===== config.mk =====
export PLATFORM = sky130hd
export DESIGN_NAME = i3c_bus_filter_flat
export DESIGN_NICKNAME = d
export VERILOG_FILES = /design/src/rtl/i3c_bus_filter_if.sv /design/src/rtl/i3c_bus_filter.sv /design/src/flat_wrapper.sv
export SDC_FILE = /design/constraint.sdc
export NUM_CORES = 1
export LEC_CHECK = 0
export CAP_MARGIN = 0
export CORE_UTILIZATION = 30
export DETAILED_ROUTE_END_ITERATION = 16
export PLACE_DENSITY = 0.62
export SKIP_LAST_GASP = 1
export SYNTH_ARGS = -nofsm -noshare
export SYNTH_HDL_FRONTEND = slang
export SYNTH_SLANG_ARGS = --single-unit

===== constraint.sdc =====
create_clock -name clk_i -period 4.9 [get_ports clk_i]
set_input_delay 0.735 -clock clk_i [delete_from_list [all_inputs] [get_ports clk_i]]
set_output_delay 0.735 -clock clk_i [all_outputs]
set_load 0.01 [all_outputs]

===== src/rtl/i3c_bus_filter_if.sv =====
// Pad-side and core-side signals of the I3C bus input conditioning stage.
// slave: the filter itself; master: whatever drives the pads and consumes the results.
interface i3c_bus_filter_if;
  logic scl_i;
  logic sda_i;
  logic scl_o;
  logic sda_o;
  logic scl_posedge_o;
  logic scl_negedge_o;
  logic start_det_o;
  logic rstart_det_o;
  logic stop_det_o;
  logic bus_busy_o;
  logic bus_idle_o;

  modport slave (
    input  scl_i, sda_i,
    output scl_o, sda_o, scl_posedge_o, scl_negedge_o,
           start_det_o, rstart_det_o, stop_det_o, bus_busy_o, bus_idle_o
  );

  modport master (
    output scl_i, sda_i,
    input  scl_o, sda_o, scl_posedge_o, scl_negedge_o,
           start_det_o, rstart_det_o, stop_det_o, bus_busy_o, bus_idle_o
  );
endinterface


===== src/rtl/i3c_bus_filter.sv =====
// I3C bus input conditioning: synchroniser, spike filter, SCL edges, START/Sr/STOP, busy/idle.
// Optional spike filter enabled by defining I3C_GLITCH_FILTER_EN.
module i3c_bus_filter #(
  parameter int SyncStages = 2,
  parameter int FiltCntW   = 8,
  parameter int IdleCntW   = 16
) (
  input  logic                clk_i,
  input  logic                rst_i,
  input  logic                enable_i,
  input  logic [FiltCntW-1:0] filt_cycles_i,
  input  logic [IdleCntW-1:0] idle_cycles_i,
  i3c_bus_filter_if.slave     bus
);
  // Line index 0 is SCL, index 1 is SDA throughout.
  logic [1:0]            raw_s;
  logic [1:0]            syn_s;
  logic [SyncStages-1:0] sync_q [2];
  logic [SyncStages-1:0] sync_d [2];
  logic [1:0]            syn_prev_q, syn_prev_d;
  logic [1:0]            filt_q, filt_d;
  logic                  scl_pos_q, scl_pos_d;
  logic                  scl_neg_q, scl_neg_d;
  logic                  start_det_q, start_det_d;
  logic                  rstart_det_q, rstart_det_d;
  logic                  stop_det_q, stop_det_d;
  logic                  busy_q, busy_d;
  logic                  idle_q, idle_d;
  logic [IdleCntW-1:0]   idle_cnt_q, idle_cnt_d;
  logic                  scl_hi_s, start_s, stop_s, qual_cur_s, qual_nxt_s;

  assign raw_s = {bus.sda_i, bus.scl_i};

`ifdef I3C_GLITCH_FILTER_EN
  logic [FiltCntW-1:0] fcnt_q [2];
  logic [FiltCntW-1:0] fcnt_d [2];
`else
  logic unused_filt_s;
  assign unused_filt_s = ^filt_cycles_i;
`endif

  // Synchroniser shift and per-line level acceptance.
  always_comb begin
    for (int i = 0; i < 2; i++) begin
      sync_d[i] = {sync_q[i][SyncStages-2:0], raw_s[i]};
      syn_s[i]  = sync_q[i][SyncStages-1];
    end
    syn_prev_d = syn_s;
    filt_d     = filt_q;
`ifdef I3C_GLITCH_FILTER_EN
    for (int i = 0; i < 2; i++) begin
      fcnt_d[i] = fcnt_q[i];
      if ((syn_s[i] == filt_q[i]) || (syn_s[i] != syn_prev_q[i])) begin
        fcnt_d[i] = {FiltCntW{1'b0}};
      end else if (fcnt_q[i] != {FiltCntW{1'b1}}) begin
        fcnt_d[i] = fcnt_q[i] + {{(FiltCntW-1){1'b0}}, 1'b1};
      end else begin
        fcnt_d[i] = fcnt_q[i];
      end
      // A level is accepted only once it has held for at least one cycle past its change.
      if ((syn_s[i] != filt_q[i]) && (syn_s[i] == syn_prev_q[i]) && (fcnt_q[i] >= filt_cycles_i)) begin
        filt_d[i] = syn_s[i];
      end else begin
        filt_d[i] = filt_q[i];
      end
    end
`else
    // Taking the delayed synced value keeps latency equal to the filter at a zero threshold.
    filt_d = syn_prev_q;
`endif
  end

  // Edge strobes, bus conditions, busy flag and idle counter from the next filtered levels.
  always_comb begin
    scl_pos_d    = filt_d[0] & ~filt_q[0];
    scl_neg_d    = ~filt_d[0] & filt_q[0];
    scl_hi_s     = filt_q[0] & filt_d[0];
    start_s      = enable_i & scl_hi_s & filt_q[1] & ~filt_d[1];
    stop_s       = enable_i & scl_hi_s & ~filt_q[1] & filt_d[1];
    start_det_d  = start_s & ~busy_q;
    rstart_det_d = start_s & busy_q;
    stop_det_d   = stop_s;
    if (!enable_i) begin
      busy_d = 1'b0;
    end else if (start_det_q || rstart_det_q) begin
      busy_d = 1'b1;
    end else if (stop_det_q) begin
      busy_d = 1'b0;
    end else begin
      busy_d = busy_q;
    end
    qual_cur_s = enable_i & filt_q[0] & filt_q[1] & ~busy_q;
    if (!qual_cur_s) begin
      idle_cnt_d = {IdleCntW{1'b0}};
    end else if (idle_cnt_q != {IdleCntW{1'b1}}) begin
      idle_cnt_d = idle_cnt_q + {{(IdleCntW-1){1'b0}}, 1'b1};
    end else begin
      idle_cnt_d = idle_cnt_q;
    end
    qual_nxt_s = enable_i & filt_d[0] & filt_d[1] & ~busy_d;
    idle_d     = qual_nxt_s & (idle_cnt_d >= idle_cycles_i);
  end

  // State and registered outputs.
  always_ff @(posedge clk_i) begin
    if (rst_i) begin
      for (int i = 0; i < 2; i++) begin
        sync_q[i] <= {SyncStages{1'b1}};
      end
      syn_prev_q   <= 2'b11;
      filt_q       <= 2'b11;
      scl_pos_q    <= 1'b0;
      scl_neg_q    <= 1'b0;
      start_det_q  <= 1'b0;
      rstart_det_q <= 1'b0;
      stop_det_q   <= 1'b0;
      busy_q       <= 1'b0;
      idle_q       <= 1'b0;
      idle_cnt_q   <= {IdleCntW{1'b0}};
    end else begin
      for (int i = 0; i < 2; i++) begin
        sync_q[i] <= sync_d[i];
      end
      syn_prev_q   <= syn_prev_d;
      filt_q       <= filt_d;
      scl_pos_q    <= scl_pos_d;
      scl_neg_q    <= scl_neg_d;
      start_det_q  <= start_det_d;
      rstart_det_q <= rstart_det_d;
      stop_det_q   <= stop_det_d;
      busy_q       <= busy_d;
      idle_q       <= idle_d;
      idle_cnt_q   <= idle_cnt_d;
    end
  end

`ifdef I3C_GLITCH_FILTER_EN
  // Spike-filter counters.
  always_ff @(posedge clk_i) begin
    if (rst_i) begin
      for (int i = 0; i < 2; i++) begin
        fcnt_q[i] <= {FiltCntW{1'b0}};
      end
    end else begin
      for (int i = 0; i < 2; i++) begin
        fcnt_q[i] <= fcnt_d[i];
      end
    end
  end
`endif

  assign bus.scl_o         = filt_q[0];
  assign bus.sda_o         = filt_q[1];
  assign bus.scl_posedge_o = scl_pos_q;
  assign bus.scl_negedge_o = scl_neg_q;
  assign bus.start_det_o   = start_det_q;
  assign bus.rstart_det_o  = rstart_det_q;
  assign bus.stop_det_o    = stop_det_q;
  assign bus.bus_busy_o    = busy_q;
  assign bus.bus_idle_o    = idle_q;
endmodule


===== src/flat_wrapper.sv =====
// flat-port wrapper written by rule: the top's interface ports become plain ports
module i3c_bus_filter_flat 
#(
  parameter int SyncStages = 2,
  parameter int FiltCntW   = 8,
  parameter int IdleCntW   = 16
)
  (clk_i, rst_i, enable_i, filt_cycles_i, idle_cycles_i, bus_scl_i, bus_sda_i, bus_scl_o, bus_sda_o, bus_scl_posedge_o, bus_scl_negedge_o, bus_start_det_o, bus_rstart_det_o, bus_stop_det_o, bus_bus_busy_o, bus_bus_idle_o);
  i3c_bus_filter_if bus_i ();
  input  logic clk_i;
  input  logic rst_i;
  input  logic enable_i;
  input  logic [FiltCntW-1:0] filt_cycles_i;
  input  logic [IdleCntW-1:0] idle_cycles_i;
  input wire logic [$bits(bus_i.scl_i)-1:0] bus_scl_i;
  input wire logic [$bits(bus_i.sda_i)-1:0] bus_sda_i;
  output wire logic [$bits(bus_i.scl_o)-1:0] bus_scl_o;
  output wire logic [$bits(bus_i.sda_o)-1:0] bus_sda_o;
  output wire logic [$bits(bus_i.scl_posedge_o)-1:0] bus_scl_posedge_o;
  output wire logic [$bits(bus_i.scl_negedge_o)-1:0] bus_scl_negedge_o;
  output wire logic [$bits(bus_i.start_det_o)-1:0] bus_start_det_o;
  output wire logic [$bits(bus_i.rstart_det_o)-1:0] bus_rstart_det_o;
  output wire logic [$bits(bus_i.stop_det_o)-1:0] bus_stop_det_o;
  output wire logic [$bits(bus_i.bus_busy_o)-1:0] bus_bus_busy_o;
  output wire logic [$bits(bus_i.bus_idle_o)-1:0] bus_bus_idle_o;
  assign bus_i.scl_i = bus_scl_i;
  assign bus_i.sda_i = bus_sda_i;
  assign bus_scl_o = bus_i.scl_o;
  assign bus_sda_o = bus_i.sda_o;
  assign bus_scl_posedge_o = bus_i.scl_posedge_o;
  assign bus_scl_negedge_o = bus_i.scl_negedge_o;
  assign bus_start_det_o = bus_i.start_det_o;
  assign bus_rstart_det_o = bus_i.rstart_det_o;
  assign bus_stop_det_o = bus_i.stop_det_o;
  assign bus_bus_busy_o = bus_i.bus_busy_o;
  assign bus_bus_idle_o = bus_i.bus_idle_o;
  i3c_bus_filter #(.SyncStages(SyncStages), .FiltCntW(FiltCntW), .IdleCntW(IdleCntW)) u_core (.clk_i(clk_i), .rst_i(rst_i), .enable_i(enable_i), .filt_cycles_i(filt_cycles_i), .idle_cycles_i(idle_cycles_i), .bus(bus_i));
endmodule

# Yosys cells after proc, flatten, opt, wreduce, memory -nomap -nowiden
# Memories as Yosys holds them, arrays and structs flattened.
# Cells that the tools add are included.
[totals]
ram_bits = 4
mem_count = 1
in_bits = 29
output_inout_bits = 9
regBits = 27
elab_cells = 50
[op_classes]
bitwise_logic = 25
add_sub_neg = 1
n_reduce_logical = 1
eq_ne = 1
muxes = 10
magnitude_cmp = 1
[memory_table]
columns = ["memory", "words", "width", "rd", "rd_clocked_by_memory_dff", "write_ports", "line", "rtl"]
rows = [
  ["u_core.sync_q", 2, 2, 2, 0, 2, "i3c_bus_filter.sv:18", "logic [SyncStages-1:0] sync_q [2];"],
]
[op_table]
columns = ["op", "n"]
rows = [
  ["16-bit two-way mux", 2],
  ["1-bit AND", 17],
  ["16-bit by 1-bit adder with 16-bit output (second input constant)", 1],
  ["16-bit >= comparator", 1],
  ["16-bit != test (second input constant)", 1],
  ["1-bit two-way mux", 6],
  ["1-bit inverter", 6],
  ["2-bit two-way mux", 2],
  ["1-bit OR", 2],
  ["1-bit logical OR", 1],
]

# Depth between registers and ports, before layout
# Gate-level depths: netlist of run 1.
[logic_depth]
ltp_word = 6
mapped_depth = 10
mapped_depth_nobuf = 10

# Least setup slack after synthesis of run 1
# Ideal clock, no wire load.
[synth_timing]
path_type = "register to register"
start = "register u_core.idle_cnt_q[0]"
end = "register u_core.idle_q (netlist: u_core.bus.bus_idle_o)"
setup_time_ns = 0.124
stages_incl_launch_ff = 11
arrival_ns = 2.578
setup_slack_ns = 2.198
cell_sequence = "dfxtp_1 ha_1 nand2_1 or3_2 or3_1 nand3_1 ha_1 nand2b_1 a2111o_1 a31oi_1 o22ai_1"
[synth_between]
elab_chain_cells = 5
word_cells_on_any_way = 6
[synth_lines]
columns = ["element", "line", "rtl"]
rows = [
  ["from (decl)", "i3c_bus_filter.sv:29", "logic [IdleCntW-1:0] idle_cnt_q, idle_cnt_d;"],
  ["from (signal assigned)", "i3c_bus_filter.sv:119", "idle_cnt_q <= {IdleCntW{1'b0}};"],
  ["from (signal assigned)", "i3c_bus_filter.sv:133", "idle_cnt_q <= idle_cnt_d;"],
  ["16-bit by 1-bit adder with 16-bit output or 16-bit != test (tied branches)", "i3c_bus_filter.sv:96, i3c_bus_filter.sv:95", ""],
  ["16-bit two-way mux (*)", "i3c_bus_filter.sv:95", "end else if (idle_cnt_q != {IdleCntW{1'b1}}) begin"],
  ["16-bit two-way mux (*)", "i3c_bus_filter.sv:93", "if (!qual_cur_s) begin"],
  ["16-bit >= comparator (*)", "i3c_bus_filter.sv:101", "idle_d = qual_nxt_s & (idle_cnt_d >= idle_cycles_i);"],
  ["1-bit AND (*)", "i3c_bus_filter.sv:101", ""],
  ["to (signal assigned)", "i3c_bus_filter.sv:132", "idle_q <= idle_d;"],
  ["to (decl)", "i3c_bus_filter.sv:28", "logic idle_q, idle_d;"],
]
# Every way passes the cells marked *; elsewhere a longest branch is shown, timed or not.
# A chain may end at the register's enable or synchronous reset.

# Final worst setup path of run 1
# Same ends and word-level chain as after synthesis.

==> results.md, run 1 <==
- Status: finished clean
- Period utilisation layout: a little under two thirds
- Syn_nets: 276
- Highest clock rate: 322 MHz
- Ratio of cells with drive above 1 in the final layout: between 10% and 20%
- Commonest non-fill, non-tap cell in the layout: dfxtp_1
- Slowest cell on crit path: or3_2
- R2r setup slk: around 1.8 ns
- Worst-Skew Late Latency: around 0.29 ns
- CP max stage delay: 0.52 ns
- Post-CTS setup buffers: 0
- #FFs+latches synth: 31
- Worst-path fanout max: 6
- Max clock buf depth: 2
- Chip width: roughly 80 um
- CTS tree: done
- Initial antenna violation count: 0
- Initial Utilization: 31.5%
- Largest net degree at the start of global routing: 18
- Final setup vio count: 0
- RePlAce Congestion: roughly 0.77
- Worst Skew: about 0.0045 ns
- CP most frequent cell: ha_1
- Antenna diodes: 0
- Post-cts sizing count: 0
- Htree depth: 2
- FF-to-FF End: u_core.bus.bus_idle_o
- Root Buffer: clkbuf_8
- Setup TNS: 0 ns
- Syn Area/Cell: 8.20 um2
- Crit path from: u_core.idle_cnt_q[0]
- Synthesized area: around 1900 um2
- Clk slew on worst S/H paths: about 0.07 ns
- First-pass GRT wire length: 6.51 mm
- DRT iter0 DRCs: 68
- Remaining Overflow, GRT: 0
- R2R cell count: 10
- Drt total wl: 3.92 mm
- Vias post-DR: around 1,700
- Gr usage total: about an eighth
- Via density: around 4.9
- Synth area leader: dfxtp_1
- Power Density: around 260 nW/um2
- Ys async rst share: 0%
- Final HPWL DP: around 2.9 mm
- Slew Viols, Final: 0
- Worst Path Arrival: about 3.3 ns
- Max Cap Viol: 0
- Period minus WS final: 3.10 ns
- Mapped Cells: 230
- RSZ-0062 raised after global routing: false
- Drt pass-1 iters: 4
- Final Util: between 30% and 40%
- Crit path cell chain: ha_1, nand2_1, or3_2, or3_1, nand3_1, ha_1, nand2b_1, a2111o_1, a31oi_1, o22ai_1
- Die footprint: about 6600 um2
- CP required: roughly 5.1 ns
- HP Start: u_core.sync_q[0][0]
- Core area: roughly 6000 um2
- Final non-filler cell total: about 340
- Ys Warns: 0
- Rows: 28
- TritonCTS Sinks: 31
- Area grow syn2layout: 26.6%
- Min-delay worst type: reg2reg
- Cts hold-fix bufs: 0
- Synth unique cells: 39
- Io pins: 38
- Slew @ Worst Pin: around 0.56 ns
- Worst slew margin: 62.2%
- Main synth FF type: dfxtp_1
- Final instance area: 2390 um2
- Total CTS buffers: 5
- Leak: just over 0.9 nW
- Sequential-to-total area share from yosys stat: about a third
- Max rail drop VDD: about 170 uV
- Vias in the first global route: around 1,500
- Final hold vios: 0
- Residual DRC: 0
- DRT antenna net count: 0
- Post-synth top area share: approximately 33%
- Commonest non-fill, non-tap cells in the layout: dfxtp_1, clkdlybuf4s50_1, nand2_1
- Port bufs: 29
- Top cells by area, synth: dfxtp_1, ha_1, mux2i_1
- CP endpoint: u_core.bus.bus_idle_o
- RR Startpoint: u_core.idle_cnt_q[0]
- Avg WL per Cell: ~12 um
- EDFF count, synth: 0
- Critical setup path kind: reg2reg
- Placed Cells: 330
- Layout Nets: between 300 and 400
- Kind of start point of the critical path: flip-flop
- Area after DPL: approximately 2300 um2
- Vertical die dimension: 81.3 um
- CP endpoint kind: flip-flop
==> metrics by stage <==
stage | worst slack (ns) | total power, mW | hold slack [ns]
global placement | 1.52 | 0.314 | 0.390
CTS | 1.77 | 0.619 | 0.409
finish | 1.80 | 0.611 | 0.409
detailed placement | 1.50 | 0.315 | 0.392
floorplan | 2.20 | 0.290 | 0.389
global route | 1.63 | 0.637 | 0.423
==> metal layers <==
layer  up-vias  share of wire (%)  global-route usage [%]
met5         -                  0                       0
met4         0               0.87                    3.21
met3         5                3.9                    4.38
met2        21                 46                    21.3
met1       740                 49                    15.7
li1        891                  -                       -
==> worst min path at each step <==
stage | to | slack [ns] | depth (start not counted)
floorplan | u_core.filt_d[0] | 0.39 | 1
global placement | u_core.sync_q[0][3] | 0.39 | 1
detailed placement | u_core.sync_q[0][1] | 0.39 | 1
CTS | u_core.sync_q[0][1] | 0.41 | 1
global route | u_core.sync_q[0][1] | 0.42 | 1
finish | u_core.sync_q[0][1] | 0.41 | 1
==> power breakdown <==
part	leakage, nW	switching, mW	internal, mW
Sequential	0.251	0.00221	0.255
Clock	0.0654	0.0985	0.203
Combinational	0.601	0.0226	0.0292
==> cells by family (layout without fill, tap and decap cells) <==
| logic type | count (synthesis) | in the layout | share of synthesized area [%] |
|---|---|---|---|
| simple gates | 101 | 101 | 29.8 |
| compound gates | 44 | 44 | 13.9 |
| buf+inv | 24 | 57 | 5.17 |
| fa+ha+maj | 17 | 17 | 11.3 |
| flops | 31 | 31 | 32.9 |
| mux | 13 | 13 | 6.96 |
==> Yosys cell counts (2+ instances only) <==
cell type  instances
mux2i_1           12
nor2_1            16
a211oi_1           2
buf_4              2
o21ai_0           10
or4_4              2
nand2b_1           3
dfxtp_1           31
or3_2              2
and3_1             2
nor3b_1            2
or2_2             13
nand2_1           25
clkbuf_1           4
nand3_1            7
o41ai_1            2
o31ai_1            2
ha_1              17
a21oi_1           17
nand4_1            4
nand4b_1           2
a31oi_1            6
nor3_1             4
inv_1             18
nor4_1             4
nor2b_1            2
or3_1              7
==> registers in the layout (all words and copies together), names as in the netlist <==
name                      count
u_core.filt_q                 2
u_core.bus.scl_negedge_o      1
u_core.idle_cnt_q            16
u_core.bus.stop_det_o         1
u_core.bus.scl_posedge_o      1
u_core.sync_q                 4
u_core.bus.bus_busy_o         1
u_core.bus.start_det_o        1
u_core.bus.bus_idle_o         1
u_core.bus.rstart_det_o       1
u_core.filt_d                 2
==> cell type report <==
class	count	area (um2)
well taps	75	93.8
clock buffers	6	72.6
inverters	18	67.6
clock inverters	2	60.1
fillers	614	3600
repair buffers	31	305
multi-input cells	175	1170
flip-flops and latches	31	621
==> worst max-delay path, delay by kind of cell (launching register included) <==
| kind | cells | cell delay [ns] |
|---|---|---|
| compound gates | 3 | 0.80 |
| simple gates | 5 | 1.27 |
| fa+ha+maj | 2 | 0.51 |
| flops | 1 | 0.39 |
Note: power is estimated with default switching activity, not from simulation.
==> inputs of run 2 (changes only) <==
- clock period: 4.9 -> 3 ns (I/O delays scaled with it)
==> results.md, run 2 (same netlist as run 1, synthesis figures left out) <==
- RePlAce Congestion: 0.810
- Highest clock rate: about 350 MHz
- Reg with most FFs: u_core.idle_cnt_q
- First-pass GRT wire length: 7.34 mm
- Slew Viols, Final: 0
- CP endpoint kind: flip-flop
- Max reg flops: 16
- Clk slew on worst S/H paths: ~0.07 ns
- Total CTS buffers: 5
- TritonCTS Sinks: 31
- Worst hold endpoint: u_core.sync_q[0][3]
- CP required: approximately 3.2 ns
- Final setup vio count: 0
- Worst Skew: roughly 0.0064 ns
- Initial antenna violation count: 0
- Port bufs: 29
- Commonest non-fill, non-tap cell in the layout: dfxtp_1
- Vias post-DR: about 1,700
- Placed Cells: ~350
- Root Buffer: clkbuf_8
- Worst slew margin: between 60% and 70%
- Pwr Total: around 0.85 mW
- Vertical die dimension: just over 80 um
- Area grow syn2layout: 31.0%
- Drt pass-1 iters: 7
- Final hold vios: 0
- Initial Utilization: a little under a third
- Worst Path Arrival: roughly 3 ns
- Setup TNS: 0 ns
- Final instance area: approximately 2500 um2
- Kind of start point of the critical path: flip-flop
- Cts hold-fix bufs: 0
- Avg WL per Cell: ~12 um
- Biggest regs: u_core.idle_cnt_q: 16 flops, u_core.sync_q: 4 flops
- Final non-filler cell total: 354
- Min Hold Slack: around 0.41 ns
- Drt total wl: about 4.2 mm
- Slew @ Worst Pin: slightly below 0.5 ns
- CP most frequent cell: ha_1
- HP Start: u_core.sync_q[0][2]
- Stages on worst setup path: 10
- Residual DRC: 0
- Via density: a little under 5
- Period utilisation layout: 95.3%
- Crit path cell chain: ha_1, nand2_1, or3_2, or3_1, nand3_1, ha_1, nand2b_1, a2111o_1, a31oi_2, o22ai_1
- WHS Path Cells: 1
- Min-delay worst type: reg2reg
- Largest net degree at the start of global routing: 17
- Gr usage total: 14.6%
- Leak: about 1 nW
- RSZ-0062 raised after global routing: false
- Io pins: 38
- CTS tree: done
- Slowest cell on crit path: or3_2
- Final Util: 41.2%
- Max rail drop VDD: 239 uV
- Commonest non-fill, non-tap cells in the layout: dfxtp_1, clkdlybuf4s50_1, nand2_1
- Post-cts sizing count: 0
- Chip width: slightly above 80 um
- Post-CTS setup buffers: 0
- Layout Nets: about 320
- Worst-path fanout max: 4
- RR Startpoint: u_core.idle_cnt_q[1]
- Remaining Overflow, GRT: 0
- Max Cap Viol: 0
- Power Density: 343 nW/um2
- FF-to-FF End: u_core.bus.bus_idle_o
- Core area: ~6000 um2
- Htree depth: 2
- CP max stage delay: 0.49 ns
- Ratio of cells with drive above 1 in the final layout: between 10% and 20%
- Buf/Inv on CP: 0
- Antenna diodes: 0
- Final HPWL DP: 3.27 mm
- R2r setup slk: about 0.14 ns
- CP top delay family: simple AND/OR/NAND/NOR gates
- Area after DPL: roughly 2400 um2
- DRT iter0 DRCs: 82
- Vias in the first global route: about 1,700
- R2R cell count: 10
- Die footprint: roughly 6600 um2
- Worst-Skew Late Latency: 0.29 ns
- Fillers: roughly 620
- Post-Place Worst Slack: around 0.12 ns
- Status: finished clean
- DRT antenna net count: 0
- Final WS setup: roughly 0.14 ns
- Max clock buf depth: 2
- Period minus WS final: roughly 2.9 ns
- Rows: 28
- Critical setup path kind: reg2reg
[run 2: cell count changes in the layout (fill, tap and decap cells not counted)]
cell        before  now
buf_4            2   18
a31oi_1          6    5
clkinvlp_4       0    2
clkbuf_1         1    0
clkinv_2         0    1
bufinv_16        2    0
a31oi_2          0    1
[run 2: where the power goes]
part	switching [mW]	internal (mW)	leakage, nW
clock network	0.177	0.161	0.0402
registers	0.00360	0.417	0.251
logic	0.0381	0.0501	0.681
[run 2: worst max path at each step]
| stage | from | to | slack (ns) |
|---|---|---|---|
| after detailed placement | u_core.idle_cnt_q[0] | u_core.bus.bus_idle_o | 0.12 |
| after global routing | u_core.idle_cnt_q[0] | u_core.bus.bus_idle_o | 0.008 |
| after floorplan | u_core.idle_cnt_q[0] | u_core.bus.bus_idle_o | 0.30 |
| after CTS | u_core.idle_cnt_q[1] | u_core.bus.bus_idle_o | 0.08 |
| after global placement | u_core.idle_cnt_q[0] | u_core.bus.bus_idle_o | 0.15 |
| final | u_core.idle_cnt_q[1] | u_core.bus.bus_idle_o | 0.14 |
[run 2: final cells by class]
class	instances	area [um2]	area share (%)
clock inverter	3	20.0	0.810
timing repair buffer	47	425	17.2
multi-input combinational	175	1170	47.5
clock buffer	5	68.8	2.78
tap	75	93.8	3.80
inverter	18	67.6	2.73
sequential	31	621	25.1
[run 2: per-layer routing]
metal / track usage (%) / part of all wire [%] / routed length, um / vias to the layer above
li1: - / - / - / 912
met1: 18.5 / 47 / 1970 / 784
met2: 24.0 / 48 / 1980 / 27
met3: 4.61 / 4.5 / 187 / 4
met4: 3.21 / 0.77 / 32 / 0
met5: 0 / 0 / 0 / -
